<file path="src/rtl/bq_pkg.sv">
// Shared constants for the biquad coefficient sequencer: coefficient indices and FSM encoding.
package bq_pkg;

  localparam int NUM_COEF = 5;

  localparam logic [2:0] IDX_A11 = 3'd0;
  localparam logic [2:0] IDX_A12 = 3'd1;
  localparam logic [2:0] IDX_B10 = 3'd2;
  localparam logic [2:0] IDX_B11 = 3'd3;
  localparam logic [2:0] IDX_B12 = 3'd4;

  localparam logic [2:0] ST_IDLE  = 3'd0;
  localparam logic [2:0] ST_WRITE = 3'd1;
  localparam logic [2:0] ST_GAP   = 3'd2;
  localparam logic [2:0] ST_DONE  = 3'd3;
  localparam logic [2:0] ST_ERR   = 3'd4;

endpackage

</file>
<file path="src/rtl/bq_coef_sequencer_if.sv">
// Wishbone master-side write bus between the coefficient sequencer and the filter's slave port.
interface bq_coef_sequencer_if;
  logic        wbm_cyc_o;
  logic        wbm_stb_o;
  logic        wbm_we_o;
  logic [31:0] wbm_adr_o;
  logic [31:0] wbm_dat_o;
  logic        wbm_ack_i;

  modport master (output wbm_cyc_o, wbm_stb_o, wbm_we_o, wbm_adr_o, wbm_dat_o,
                  input  wbm_ack_i);
  modport slave  (input  wbm_cyc_o, wbm_stb_o, wbm_we_o, wbm_adr_o, wbm_dat_o,
                  output wbm_ack_i);
endinterface

</file>
<file path="src/rtl/bq_coef_sequencer_bank.sv">
// Coefficient bank: NSETS x NUM_COEF registers with one write port and a whole-set read port.
module bq_coef_bank
  import bq_pkg::*;
#(
  parameter int COEFWIDTH = 16,
  parameter int SETW      = 2
) (
  input  logic                                   clk,
  input  logic                                   rst_n,
  input  logic                                   we,
  input  logic [SETW-1:0]                        wsel,
  input  logic [2:0]                             widx,
  input  logic [COEFWIDTH-1:0]                   wdat,
  input  logic [SETW-1:0]                        rsel,
  output logic [NUM_COEF-1:0][COEFWIDTH-1:0]     rdata
);

  localparam int NSETS = 2 ** SETW;

  logic [NSETS-1:0][NUM_COEF-1:0][COEFWIDTH-1:0] bank_q, bank_d;

  // NOTE: combinational blocks use blocking '=' and assign a default first, so no latch is inferred.
  always_comb begin
    bank_d = bank_q;
    if (we && (widx <= IDX_B12)) begin
      bank_d[wsel][widx] = wdat;
    end
  end

  // NOTE: the bank is a small register file that must read as zero after reset, so it is reset
  // explicitly; sequential state uses non-blocking '<=' only.
  always_ff @(posedge clk or negedge rst_n) begin
    if (!rst_n) begin
      bank_q <= '0;
    end else begin
      bank_q <= bank_d;
    end
  end

  assign rdata = bank_q[rsel];

endmodule

</file>
<file path="src/rtl/bq_coef_sequencer.sv">
// Writes one snapshotted biquad coefficient set to the filter as five single-beat Wishbone writes.
module bq_coef_sequencer
  import bq_pkg::*;
#(
  parameter int          COEFWIDTH = 16,
  parameter int          SETW      = 2,
  parameter logic [31:0] BASE_ADR  = 32'h0,
  parameter int          TIMEOUT   = 16
) (
  input  logic                  wb_clk_i,
  input  logic                  nreset,
  input  logic                  set_we,
  input  logic [SETW-1:0]       set_sel,
  input  logic [2:0]            set_idx,
  input  logic [COEFWIDTH-1:0]  set_dat,
  input  logic                  start,
  input  logic [SETW-1:0]       start_set,
  output logic                  busy,
  output logic                  done,
  output logic                  err,
  output logic [SETW-1:0]       active_set,
  bq_coef_sequencer_if.master   wbm
);

  localparam int TW = $clog2(TIMEOUT + 1);

  logic [2:0]                            state_q, state_d;
  logic [2:0]                            k_q, k_d;
  logic [TW-1:0]                         tmo_q, tmo_d;
  logic [NUM_COEF-1:0][COEFWIDTH-1:0]    shadow_q, shadow_d;
  logic [SETW-1:0]                       cur_set_q, cur_set_d;
  logic [SETW-1:0]                       active_set_q, active_set_d;
  logic [NUM_COEF-1:0][COEFWIDTH-1:0]    bank_rd;

  bq_coef_bank #(
    .COEFWIDTH (COEFWIDTH),
    .SETW      (SETW)
  ) u_bank (
    .clk   (wb_clk_i),
    .rst_n (nreset),
    .we    (set_we),
    .wsel  (set_sel),
    .widx  (set_idx),
    .wdat  (set_dat),
    .rsel  (start_set),
    .rdata (bank_rd)
  );

  always_comb begin
    state_d      = state_q;
    k_d          = k_q;
    tmo_d        = tmo_q;
    shadow_d     = shadow_q;
    cur_set_d    = cur_set_q;
    active_set_d = active_set_q;
    case (state_q)
      ST_IDLE: begin
        // Snapshot reads the registered bank, so a same-cycle bank write is not captured.
        if (start) begin
          shadow_d  = bank_rd;
          cur_set_d = start_set;
          k_d       = IDX_A11;
          tmo_d     = '0;
          state_d   = ST_WRITE;
        end
      end
      ST_WRITE: begin
        if (wbm.wbm_ack_i) begin
          if (k_q == IDX_B12) begin
            state_d      = ST_DONE;
            active_set_d = cur_set_q;
          end else begin
            state_d = ST_GAP;
          end
        end else if (tmo_q == TW'(TIMEOUT - 1)) begin
          state_d = ST_ERR;
        end else begin
          tmo_d = tmo_q + 1'b1;
        end
      end
      ST_GAP: begin
        k_d     = k_q + 3'd1;
        tmo_d   = '0;
        state_d = ST_WRITE;
      end
      default: state_d = ST_IDLE;
    endcase
  end

  always_ff @(posedge wb_clk_i or negedge nreset) begin
    if (!nreset) begin
      state_q      <= ST_IDLE;
      k_q          <= '0;
      tmo_q        <= '0;
      shadow_q     <= '0;
      cur_set_q    <= '0;
      active_set_q <= '0;
    end else begin
      state_q      <= state_d;
      k_q          <= k_d;
      tmo_q        <= tmo_d;
      shadow_q     <= shadow_d;
      cur_set_q    <= cur_set_d;
      active_set_q <= active_set_d;
    end
  end

  logic cyc;
  assign cyc = (state_q == ST_WRITE) || (state_q == ST_GAP);

  assign wbm.wbm_cyc_o = cyc;
  assign wbm.wbm_stb_o = (state_q == ST_WRITE);
  assign wbm.wbm_we_o  = cyc;
  assign wbm.wbm_adr_o = cyc ? (BASE_ADR + 32'(k_q)) : 32'h0;
  assign wbm.wbm_dat_o = cyc ? 32'($signed(shadow_q[k_q])) : 32'h0;

  assign busy       = (state_q != ST_IDLE);
  assign done       = (state_q == ST_DONE);
  assign err        = (state_q == ST_ERR);
  assign active_set = active_set_q;

endmodule

</file>
<file path="src/flat_wrapper.sv">
// flat-port wrapper written by rule: the top's interface ports become plain ports
module bq_coef_sequencer_flat import bq_pkg::*;
#(
  parameter int          COEFWIDTH = 16,
  parameter int          SETW      = 2,
  parameter logic [31:0] BASE_ADR  = 32'h0,
  parameter int          TIMEOUT   = 16
)
  (wb_clk_i, nreset, set_we, set_sel, set_idx, set_dat, start, start_set, busy, done, err, active_set, wbm_wbm_cyc_o, wbm_wbm_stb_o, wbm_wbm_we_o, wbm_wbm_adr_o, wbm_wbm_dat_o, wbm_wbm_ack_i);
  bq_coef_sequencer_if wbm_i ();
  input  logic wb_clk_i;
  input  logic nreset;
  input  logic set_we;
  input  logic [SETW-1:0] set_sel;
  input  logic [2:0] set_idx;
  input  logic [COEFWIDTH-1:0] set_dat;
  input  logic start;
  input  logic [SETW-1:0] start_set;
  output logic busy;
  output logic done;
  output logic err;
  output logic [SETW-1:0] active_set;
  output wire logic [$bits(wbm_i.wbm_cyc_o)-1:0] wbm_wbm_cyc_o;
  output wire logic [$bits(wbm_i.wbm_stb_o)-1:0] wbm_wbm_stb_o;
  output wire logic [$bits(wbm_i.wbm_we_o)-1:0] wbm_wbm_we_o;
  output wire logic [$bits(wbm_i.wbm_adr_o)-1:0] wbm_wbm_adr_o;
  output wire logic [$bits(wbm_i.wbm_dat_o)-1:0] wbm_wbm_dat_o;
  input wire logic [$bits(wbm_i.wbm_ack_i)-1:0] wbm_wbm_ack_i;
  assign wbm_wbm_cyc_o = wbm_i.wbm_cyc_o;
  assign wbm_wbm_stb_o = wbm_i.wbm_stb_o;
  assign wbm_wbm_we_o = wbm_i.wbm_we_o;
  assign wbm_wbm_adr_o = wbm_i.wbm_adr_o;
  assign wbm_wbm_dat_o = wbm_i.wbm_dat_o;
  assign wbm_i.wbm_ack_i = wbm_wbm_ack_i;
  bq_coef_sequencer #(.COEFWIDTH(COEFWIDTH), .SETW(SETW), .BASE_ADR(BASE_ADR), .TIMEOUT(TIMEOUT)) u_core (.wb_clk_i(wb_clk_i), .nreset(nreset), .set_we(set_we), .set_sel(set_sel), .set_idx(set_idx), .set_dat(set_dat), .start(start), .start_set(start_set), .busy(busy), .done(done), .err(err), .active_set(active_set), .wbm(wbm_i));
endmodule
</file>
<file path="config.mk">
export PLATFORM = sky130hd
export DESIGN_NAME = bq_coef_sequencer_flat
export DESIGN_NICKNAME = d
export VERILOG_FILES = /design/src/rtl/bq_pkg.sv /design/src/rtl/bq_coef_sequencer_if.sv /design/src/rtl/bq_coef_sequencer_bank.sv /design/src/rtl/bq_coef_sequencer.sv /design/src/flat_wrapper.sv
export SDC_FILE = /design/constraint.sdc
export NUM_CORES = 1
export LEC_CHECK = 0
export ABC_AREA = 1
export ABC_CLOCK_PERIOD_IN_PS = 2550
export CAP_MARGIN = 20
export CORE_MARGIN = 2
export CORE_UTILIZATION = 30
export DETAILED_ROUTE_END_ITERATION = 8
export SETUP_SLACK_MARGIN = 0.5
export SLEW_MARGIN = 25
export SYNTH_ARGS = -nofsm -noshare
export SYNTH_HDL_FRONTEND = slang
export SYNTH_SLANG_ARGS = --single-unit
</file>
<file path="constraint.sdc">
create_clock -name wb_clk_i -period 2.55 [get_ports wb_clk_i]
set_input_delay 0.3825 -clock wb_clk_i [delete_from_list [all_inputs] [get_ports wb_clk_i]]
set_output_delay 0.3825 -clock wb_clk_i [all_outputs]
set_load 0.01 [all_outputs]
</file>
# Word-level counts from Yosys, hierarchy flattened
# Index checks and enable logic that the tools add are counted.
[op_classes]
magnitude_cmp = 7
add_sub_neg = 2
n_reduce_logical = 13
eq_ne = 10
n_mux = 22
[op_table]
columns = ["operator", "n"]
rows = [
  ["$bwmux W320", 1],
  ["$bmux W80 S2", 1],
  ["$demux W80 S2", 1],
  ["$mux W80", 2],
  ["$bmux W16 S3", 1],
  ["$demux W16 S3", 1],
  ["$mux W16", 2],
  ["$mux W32", 1],
  ["$mux W3", 5],
  ["$mux W5", 3],
  ["$pmux W5 S3", 1],
  ["$pmux W3 S3", 1],
  ["$lt A3 B4 Y1 const B", 2],
  ["$eq A3 B2 Y1 const B", 2],
  ["$eq A3 B3 Y1 const B", 2],
  ["$lt A2 B3 Y1 const B", 2],
  ["$ne A2 B2 Y1 const B", 3],
  ["$pmux W3 S2", 1],
  ["$reduce_and A2 Y1", 3],
  ["$reduce_bool A3 Y1", 2],
  ["$add A5 B1 Y5 const B", 1],
  ["$eq A5 B4 Y1 const B", 1],
  ["$reduce_and A4 Y1", 1],
  ["$add A3 B1 Y3 const B", 1],
  ["other kinds (11)", 13],
]
[word_totals]
ff_bits = 415
in_bits = 28

# Depth between registers and ports, before layout
# Gate-level depths: netlist of the first run.
[logic_depth]
word_depth = 7
depth_mapped = 9
mapped_depth_nobuf = 8

# Hierarchy
# From an unflattened synthesis of the first run, not the netlist that was laid out.
[unflattened]
cells_unflattened = 2710
area_unflattened_um2 = 20349.5
[by_module_without_submodules]
columns = ["module", "cells_per_inst", "n_inst", "area_each_um2"]
rows = [
  ["bq_coef_bank", 2046, 1, 15260.9],
  ["bq_coef_sequencer", 664, 1, 5088.6],
]

# Worst setup path before layout of the first run
# No wires, ideal clock.
[synth_path]
path_type = "register -> output"
from = "register u_core.k_q[0]"
to = "output wbm_wbm_dat_o[16]"
setup_slack_ns = 0.080
arrival_ns = 2.087
n_path_buf = 3
path_stages_with_launch = 10
t_required_ns = 2.168
cell_sequence = "dfrtp_1 buf_4 clkinv_1 clkbuf_1 nand2_1 nand3_1 nand2_1 nand2_1 a21oi_1 buf_4"
[synth_via]
elab_chain_len = 3
[synth_rtl]
columns = ["item", "line", "rtl"]
rows = [
  ["from (decl)", "bq_coef_sequencer.sv:28", "logic [2:0] k_q, k_d;"],
  ["from (signal assigned)", "bq_coef_sequencer.sv:100", "k_q <= k_d;"],
  ["$bmux W16 S3", "bq_coef_sequencer.sv:115", "assign wbm.wbm_dat_o = cyc ? 32'($signed(shadow_q[k_q])) : 32'h0;"],
  ["$mux W16 (not written as such)", "bq_coef_sequencer.sv:115", ""],
  ["$mux W32", "bq_coef_sequencer.sv:115", ""],
  ["to (decl)", "flat_wrapper.sv:27", "output wire logic [$bits(wbm_i.wbm_dat_o)-1:0] wbm_wbm_dat_o;"],
]
# No other way between the ends. The select of a mux whose other input is x is not followed.

# Final worst setup path of the first run
[layout_path]
from = "register u_core.k_q[0]"
to = "output wbm_wbm_dat_o[30]"
# The elaborated chain is that of the path after synthesis.

==> results.md, run 1 <==
- Share of total power in the clock network: 0.297
- R2R cell count: 8
- Arr. time, crit path: 2.05 ns
- Number of nets with antenna violations after detailed routing: 0
- Cell internal power dissipation: 0.0144 W
- Leading post-synthesis cells by cell area: dfrtp_1, nand2_1, o21ai_0
- Final Slew Violations: 0
- Combinational share of power: 0.283
- Area of all placed cells without fillers: 0.0224 mm2
- First-pass iteration count of the detailed router: 5
- Post-Synth Adder-Cell Area: 0.00263
- Final worst-path cycle share: 0.956
- Register share of total power: 0.420
- Unique cell type count in the Yosys netlist: 28
- Vias in the first global route: 14266
- Number of antenna violations at the first check in global routing: 1
- H-tree Lvls: 2
- Synth Area in Compound Gates: 0.157
- Filler Cells Inserted: 6566
- Fraction of layout instances using a drive strength above 1: 0.108
- Sequential fraction of the synthesis area: 0.546
- Buffers on Ports: 70
- Full die area: 0.0655 mm2
- Largest clock skew in the final design: 0.0154 ns
- Post-Syn Area: 0.0190 mm2
- Share of the synthesized area in the top cell type: 0.546
- Placed cells: 3188
- Vias per cell: 4.66
- Top cell type by total area after synthesis: dfrtp_1
- Minimum period implied by the final worst setup slack: 2.44 ns
- Critical path peak fanout: 8
- Number of vias after detailed routing: 15350
- Number of buffers added by the clock tree synthesis step: 43
- Net count of the finished layout: 2447
- Highest-count cells in the layout ignoring fill and taps: nand2_1, o21ai_0, dfrtp_1, nor2_1, inv_1
- Synthesis Warnings: 0
- Type of destination of the critical path: output port
- Clk root buf: clkbuf_16
- Pin count of the biggest net entering global routing: 99
- Placeable core area: 0.0629 mm2
- #FFs+latches synth: 415
- Classification of the worst setup path: reg -> out
- Initial Util: 0.303
- Worst-margin pin slew: 0.506 ns
- Ports placed on the boundary: 100
- Maximum buffer depth of the clock tree: 3
- Minimum setup slack in the final design: 0.113 ns
- Design Power: 0.0214 W
- Count of maximum capacitance violations: 0
- Fraction of power spent switching nets: 0.329
- Maximum VDD drop: 511 uV
- Setup WS pre-CTS: 0.159 ns
- Leftover overflow at the end of global routing: 0
- Required time at the endpoint of the critical path: 2.17 ns
- Class of the worst hold path: in -> async
- # setup viols final: 0
- Most common cell after layout, fill and taps aside: nand2_1
- Maximum operating frequency: 410 MHz
- Startpoint kind of the worst setup timing path: flop
- Post-Synthesis Cells: 2380
- Clock tree from TritonCTS: done
- Half-perimeter wire length after placement: 32800 um
- Post-Synth XOR/XNOR Area: 0.000460
- Synthesis-to-layout area growth: 17.8%
- Power density of the placed cells: 956 mW/mm2
- Last weighted congestion value of the routability-driven placer: 0.863
- Simple-Gate Fraction of Synth Area: 0.206
- Register clock-pin slew on the reported worst setup and hold paths: 0.06 ns
- TritonCTS Sinks: 415
- Result of the run: finished, final reports clean
- Switching power of the nets: 0.00706 W
- Unrepaired setup endpoints after global routing: yes
- Clock latency reported for the late side of the worst-skew pair: 0.56 ns
- DRC violations left: 0
- Die Ht: 256 um
- Die span in x: 256 um
- Drt wl/cell: 16.3 um
- Normalized max-slew margin: 0.663
- Final-report hold violation count: 0
- Multiplexer share of the synthesized area: 0
- Number of cell rows: 92
- Synthesized area divided by synthesized cell count: 7.99 um2
- Wire length of the first global-routing pass: 83800 um
- Routed wire length: 53700 um
- Post-Place Cell Area: 0.0206 mm2
- Number of DRC markers after the initial detailed-route iteration: 1385
- Pleak: 10.8 nW
- Post-route insts no fill: 3293
- Setup TNS: 0 ns
- Combinational family with the most area after synthesis: simple AND/OR/NAND/NOR gates
- Global-route total usage across every layer: 0.161
-- power groups by stage --
stage	registers, W	clock network [W]	logic, W
floorplan	0.00883	0	0.00357
global placement	0.00904	0	0.00537
detailed placement	0.00907	0	0.00543
CTS	0.00898	0.00649	0.00554
global route	0.00916	0.00677	0.00679
finish	0.00900	0.00636	0.00607
-- cell type report --
cell class / count / area, um2 / share of cell area
clock buffers: 70 / 1300 / 0.0579
diodes: 1 / 2.50 / 0.000112
inverters: 159 / 609 / 0.0272
well taps: 846 / 1060 / 0.0472
flip-flops and latches: 415 / 10400 / 0.464
clock inverters: 6 / 120 / 0.00536
repair buffers: 165 / 1660 / 0.0741
repair inverters: 1 / 11.3 / 0.000502
multi-input cells: 1630 / 7260 / 0.324
-- synth_stat cells (all sizes together) --
master and number:
nand2 731, o21ai 556, dfrtp 415, nor2 219
inv 157, buf 123, clkbuf 81, nand3 41
a21oi 17, o211ai 16, nor3 10, ha 4
or2 3, clkinv 2, nand4 2, conb 1
o22ai 1, xnor2 1
-- sequential cells by signal (all words and copies together) (netlist names) --
signal                count
u_core.shadow_q          80
u_core.state_q            3
u_core.u_bank.bank_q    320
u_core.cur_set_q          2
u_core.tmo_q              5
u_core.k_q                3
u_core.active_set         2
-- metal layers --
metal / up-vias / GRT usage / routed length (um)
met5: - / 0 / 12
met4: 2 / 0.0487 / 1480
met3: 82 / 0.0292 / 2580
met2: 355 / 0.264 / 25300
met1: 7337 / 0.217 / 24300
li1: 7574 / - / -
-- path summary, 6_finish.rpt --
path	endpoint	slack [ns]	from
setup / recovery	wbm_wbm_dat_o[30]	0.11	u_core.k_q[0]
hold / removal	u_core.u_bank.bank_q[213]	0.34	nreset
setup reg to reg	u_core.shadow_q[41]	0.74	u_core.state_q[0]
hold reg to reg	u_core.u_bank.bank_q[118]	0.48	u_core.u_bank.bank_q[118]
max in group asynchronous	u_core.u_bank.bank_q[251]	1.37	nreset
min in group wb_clk_i	u_core.u_bank.bank_q[289]	0.42	set_dat[1]
-- cells by family (layout without fill, tap and decap cells) --
logic type,count (synthesis),in the layout
other cells,1,30
xor+xnor,1,1
fa+ha+maj,4,4
buf+inv,363,401
simple gates,1006,1006
flops,415,415
compound gates,590,590
-- critical path, stage by stage (launching register included) --
cell and delay (ns):
dfrtp_2 0.43, buf_12 0.14, nor3_4 0.21, nand2_2 0.10, a21oi_4 0.28, clkbuf_16 0.22, buf_6 0.10
-- per-stage QoR --
stage	hold slack (ns)	util
floorplan	0.0869	-
global placement	0.344	0.327
detailed placement	0.348	0.327
CTS	0.360	0.352
global route	0.376	0.357
finish	0.339	0.357
-- repair_timing --
action / in CTS / in global routing
hold buffers: 1 / 0
gates cloned: 2 / 4
setup buffers: 6 / 15
endpoints found under the hold margin: 42 / 0
resized for setup: 121 / 122
endpoints found under the setup margin: 41 / 40
pin swaps: 1 / 25
(Power assumes the default switching activity.)
==> run 2: changes to the inputs <==
--- a/config.mk
+++ b/config.mk
@@ -11,6 +11,7 @@
 export CORE_MARGIN = 2
 export CORE_UTILIZATION = 30
 export DETAILED_ROUTE_END_ITERATION = 8
+export PLACE_DENSITY = 0.45
 export SETUP_SLACK_MARGIN = 0.5
 export SLEW_MARGIN = 25
 export SYNTH_ARGS = -nofsm -noshare
==> results.md, run 2 (synthesis gave the netlist of run 1 again) <==
- Number of vias after detailed routing: 15652 (+2.0%)
- Required time at the endpoint of the critical path: 2.17 ns (about the same)
- Final Slew Violations: 0 (unchanged)
- Result of the run: finished, final reports clean
- Pleak: 11.0 nW (+1.7%)
- Minimum hold slack: 0.339 ns (-0.000404 ns)
- TritonCTS Sinks: 415 (unchanged)
- Final worst-path cycle share: 0.951 (-0.00449)
- Critical path peak fanout: 8 (unchanged)
- Minimum period implied by the final worst setup slack: 2.43 ns (-0.0115 ns)
- Full die area: 0.0655 mm2 (unchanged)
- Top register by number of flip-flops: u_core.u_bank.bank_q
- Net count of the finished layout: 2464 (+0.69%)
- Clock tree from TritonCTS: done
- H-tree Lvls: 2 (unchanged)
- Worst-margin pin slew: 0.841 ns (+0.335 ns)
- Sequential standard cell area: 0.0104 mm2 (unchanged)
- Post-Place Cell Area: 0.0207 mm2 (+0.79%)
- Most common cell after layout, fill and taps aside: nand2_1
- Startpoint kind of the worst setup timing path: flop
- Leftover overflow at the end of global routing: 0 (unchanged)
- Buffers on Ports: 70 (unchanged)
- DRC violations left: 0 (unchanged)
- First-pass iteration count of the detailed router: 5 (unchanged)
- Arr. time, crit path: 2.04 ns (about the same)
- Die Ht: 256 um (unchanged)
- Drt wl/cell: 18.1 um (+11%)
- Setup TNS: 0 ns (unchanged)
- Routed wire length: 60100 um (+12%)
- Multi-input logic area: 0.00728 mm2 (+0.24%)
- Routed length on met2: 27400 um (+8.5%)
- Class of the worst hold path: in -> async
- Maximum buffer depth of the clock tree: 3 (unchanged)
- Routed met1 length: 28300 um (+16%)
- Number of nets with antenna violations after detailed routing: 0 (unchanged)
- Count of maximum capacitance violations: 0 (unchanged)
- Type of destination of the critical path: output port
- Highest-count cells in the layout ignoring fill and taps: nand2_1, o21ai_0, dfrtp_1, nor2_1, inv_1
- Pin count of the biggest net entering global routing: 90 (-9.1%)
- Number of cell rows: 92 (unchanged)
- Placeable core area: 0.0629 mm2 (unchanged)
- Number of antenna violations at the first check in global routing: 1 (unchanged)
- Final-report hold violation count: 0 (unchanged)
- Unrepaired setup endpoints after global routing: yes
- Clock latency reported for the late side of the worst-skew pair: 0.59 ns (+0.03 ns)
- Largest clock skew in the final design: 0.0205 ns (+0.00509 ns)
- Registers with the most flip-flops: u_core.u_bank.bank_q x320, u_core.shadow_q x80, u_core.tmo_q x5
- # setup viols final: 0 (unchanged)
- Ports placed on the boundary: 100 (unchanged)
- Initial Util: 0.303 (unchanged)
- Design Power: 0.0222 W (+3.4%)
- Area of all placed cells without fillers: 0.0228 mm2 (+1.7%)
- Vias per cell: 4.72 (+1.2%)
- Power density of the placed cells: 973 mW/mm2 (+1.7%)
- Detail Route met3 WL: 2540 um (-1.6%)
- Vias in the first global route: 15638 (+9.6%)
- Maximum operating frequency: 412 MHz (+0.47%)
- Classification of the worst setup path: reg -> out
- Filler Cells Inserted: 6590 (+0.37%)
- Number of buffers added by the clock tree synthesis step: 48 (+12%)
- Wire length of the first global-routing pass: 95000 um (+13%)
- Global-route total usage across every layer: 0.187 (+0.0260)
- Half-perimeter wire length after placement: 37000 um (+13%)
- Fraction of layout instances using a drive strength above 1: 0.124 (+0.0164)
- Number of DRC markers after the initial detailed-route iteration: 1285 (-7.2%)
- Maximum VDD drop: 428 uV (-16%)
- Die span in x: 256 um (unchanged)
- Number of flip-flops under the largest register name: 320 (unchanged)
- Normalized max-slew margin: 0.439 (-0.223)
- Clk root buf: clkbuf_16
- Last weighted congestion value of the routability-driven placer: 0.870 (+0.81%)
- Final cell utilization of the core: 0.363 (+0.00591)
- Top Layer Used: met5
- Synthesis-to-layout area growth: 19.8%
- Register clock-pin slew on the reported worst setup and hold paths: 0.06 ns (about the same)
==> run 2: cell types whose count changed in the layout (fill, tap and decap cells not counted), moves of 5 or more <==
| cell | before | now |
|---|---|---|
| buf_6 | 20 | 28 |
| clkbuf_2 | 6 | 1 |
| clkbuf_1 | 16 | 10 |
| clkinv_2 | 1 | 11 |
| buf_4 | 66 | 71 |
| nand2_2 | 14 | 25 |
| nand2_1 | 711 | 701 |
==> run 2: layer usage <==
layer,track usage,vias up
li1,-,7616
met1,0.256,7583
met2,0.303,364
met3,0.0259,87
met4,0.0669,2
met5,0,-
==> run 2: metrics by stage <==
stage          setup WS (ns)  std cells
5_1_grt              0.00306       3315
3_3_place_gp           0.261       3203
6_report               0.125       3319
4_1_cts               0.0999       3312
2_1_floorplan          0.548       2408
3_5_place_dp           0.163       3203
==> run 2: worst max-delay path: stages, from the launching register on <==
cell and delay, ns:
dfrtp_2 0.46, buf_6 0.16, nor3_4 0.17, buf_6 0.14, buf_8 0.13, nand2_2 0.06, a21oi_2 0.17, buf_2 0.16
==> run 2: layout make-up <==
class / instances / share of cell area
antenna: 4 / 0.000439
clock buffer: 73 / 0.0644
clock inverter: 14 / 0.00588
inverter: 159 / 0.0270
multi-input combinational: 1630 / 0.319
sequential: 415 / 0.456
tap: 846 / 0.0465
timing repair buffer: 178 / 0.0804
==> run 2: path summary, 6_finish.rpt <==
kind	startpoint	endpoint	slack (ns)	cells past startpoint
max in group asynchronous	nreset	u_core.u_bank.bank_q[0]	1.41	3
worst min-delay path	nreset	u_core.u_bank.bank_q[219]	0.34	2
min in group wb_clk_i	set_dat[13]	u_core.u_bank.bank_q[301]	0.39	3
worst max-delay path	u_core.k_q[0]	wbm_wbm_dat_o[7]	0.12	7
worst max register to register	u_core.tmo_q[0]	u_core.tmo_q[0]	0.78	7
worst min register to register	u_core.u_bank.bank_q[279]	u_core.u_bank.bank_q[279]	0.48	2
==> run 2: repair_timing <==
item,in CTS,in global routing
setup endpoints to repair,41,41
hold buffers,1,0
setup buffers,18,3
resized for setup,243,22
endpoints found under the hold margin,40,0
pin swaps,25,8
cloned,3,0
==> run 2: where the power goes <==
| part | leakage [nW] | switching [W] | total (W) | internal, W |
|---|---|---|---|---|
| clock | 0.796 | 0.00280 | 0.00695 | 0.00416 |
| sequential | 5.35 | 0.000839 | 0.00900 | 0.00816 |
| combinational | 4.80 | 0.00372 | 0.00620 | 0.00249 |
==> run 3: changes to the inputs <==
--- a/config.mk
+++ b/config.mk
@@ -10,6 +10,7 @@
 export CAP_MARGIN = 20
 export CORE_MARGIN = 2
 export CORE_UTILIZATION = 30
+export CTS_CLUSTER_SIZE = 24
 export DETAILED_ROUTE_END_ITERATION = 8
 export PLACE_DENSITY = 0.45
 export SETUP_SLACK_MARGIN = 0.5
==> results of run 3 <==
Same layout as run 2: the final DEF is identical, and so are final timing and power.
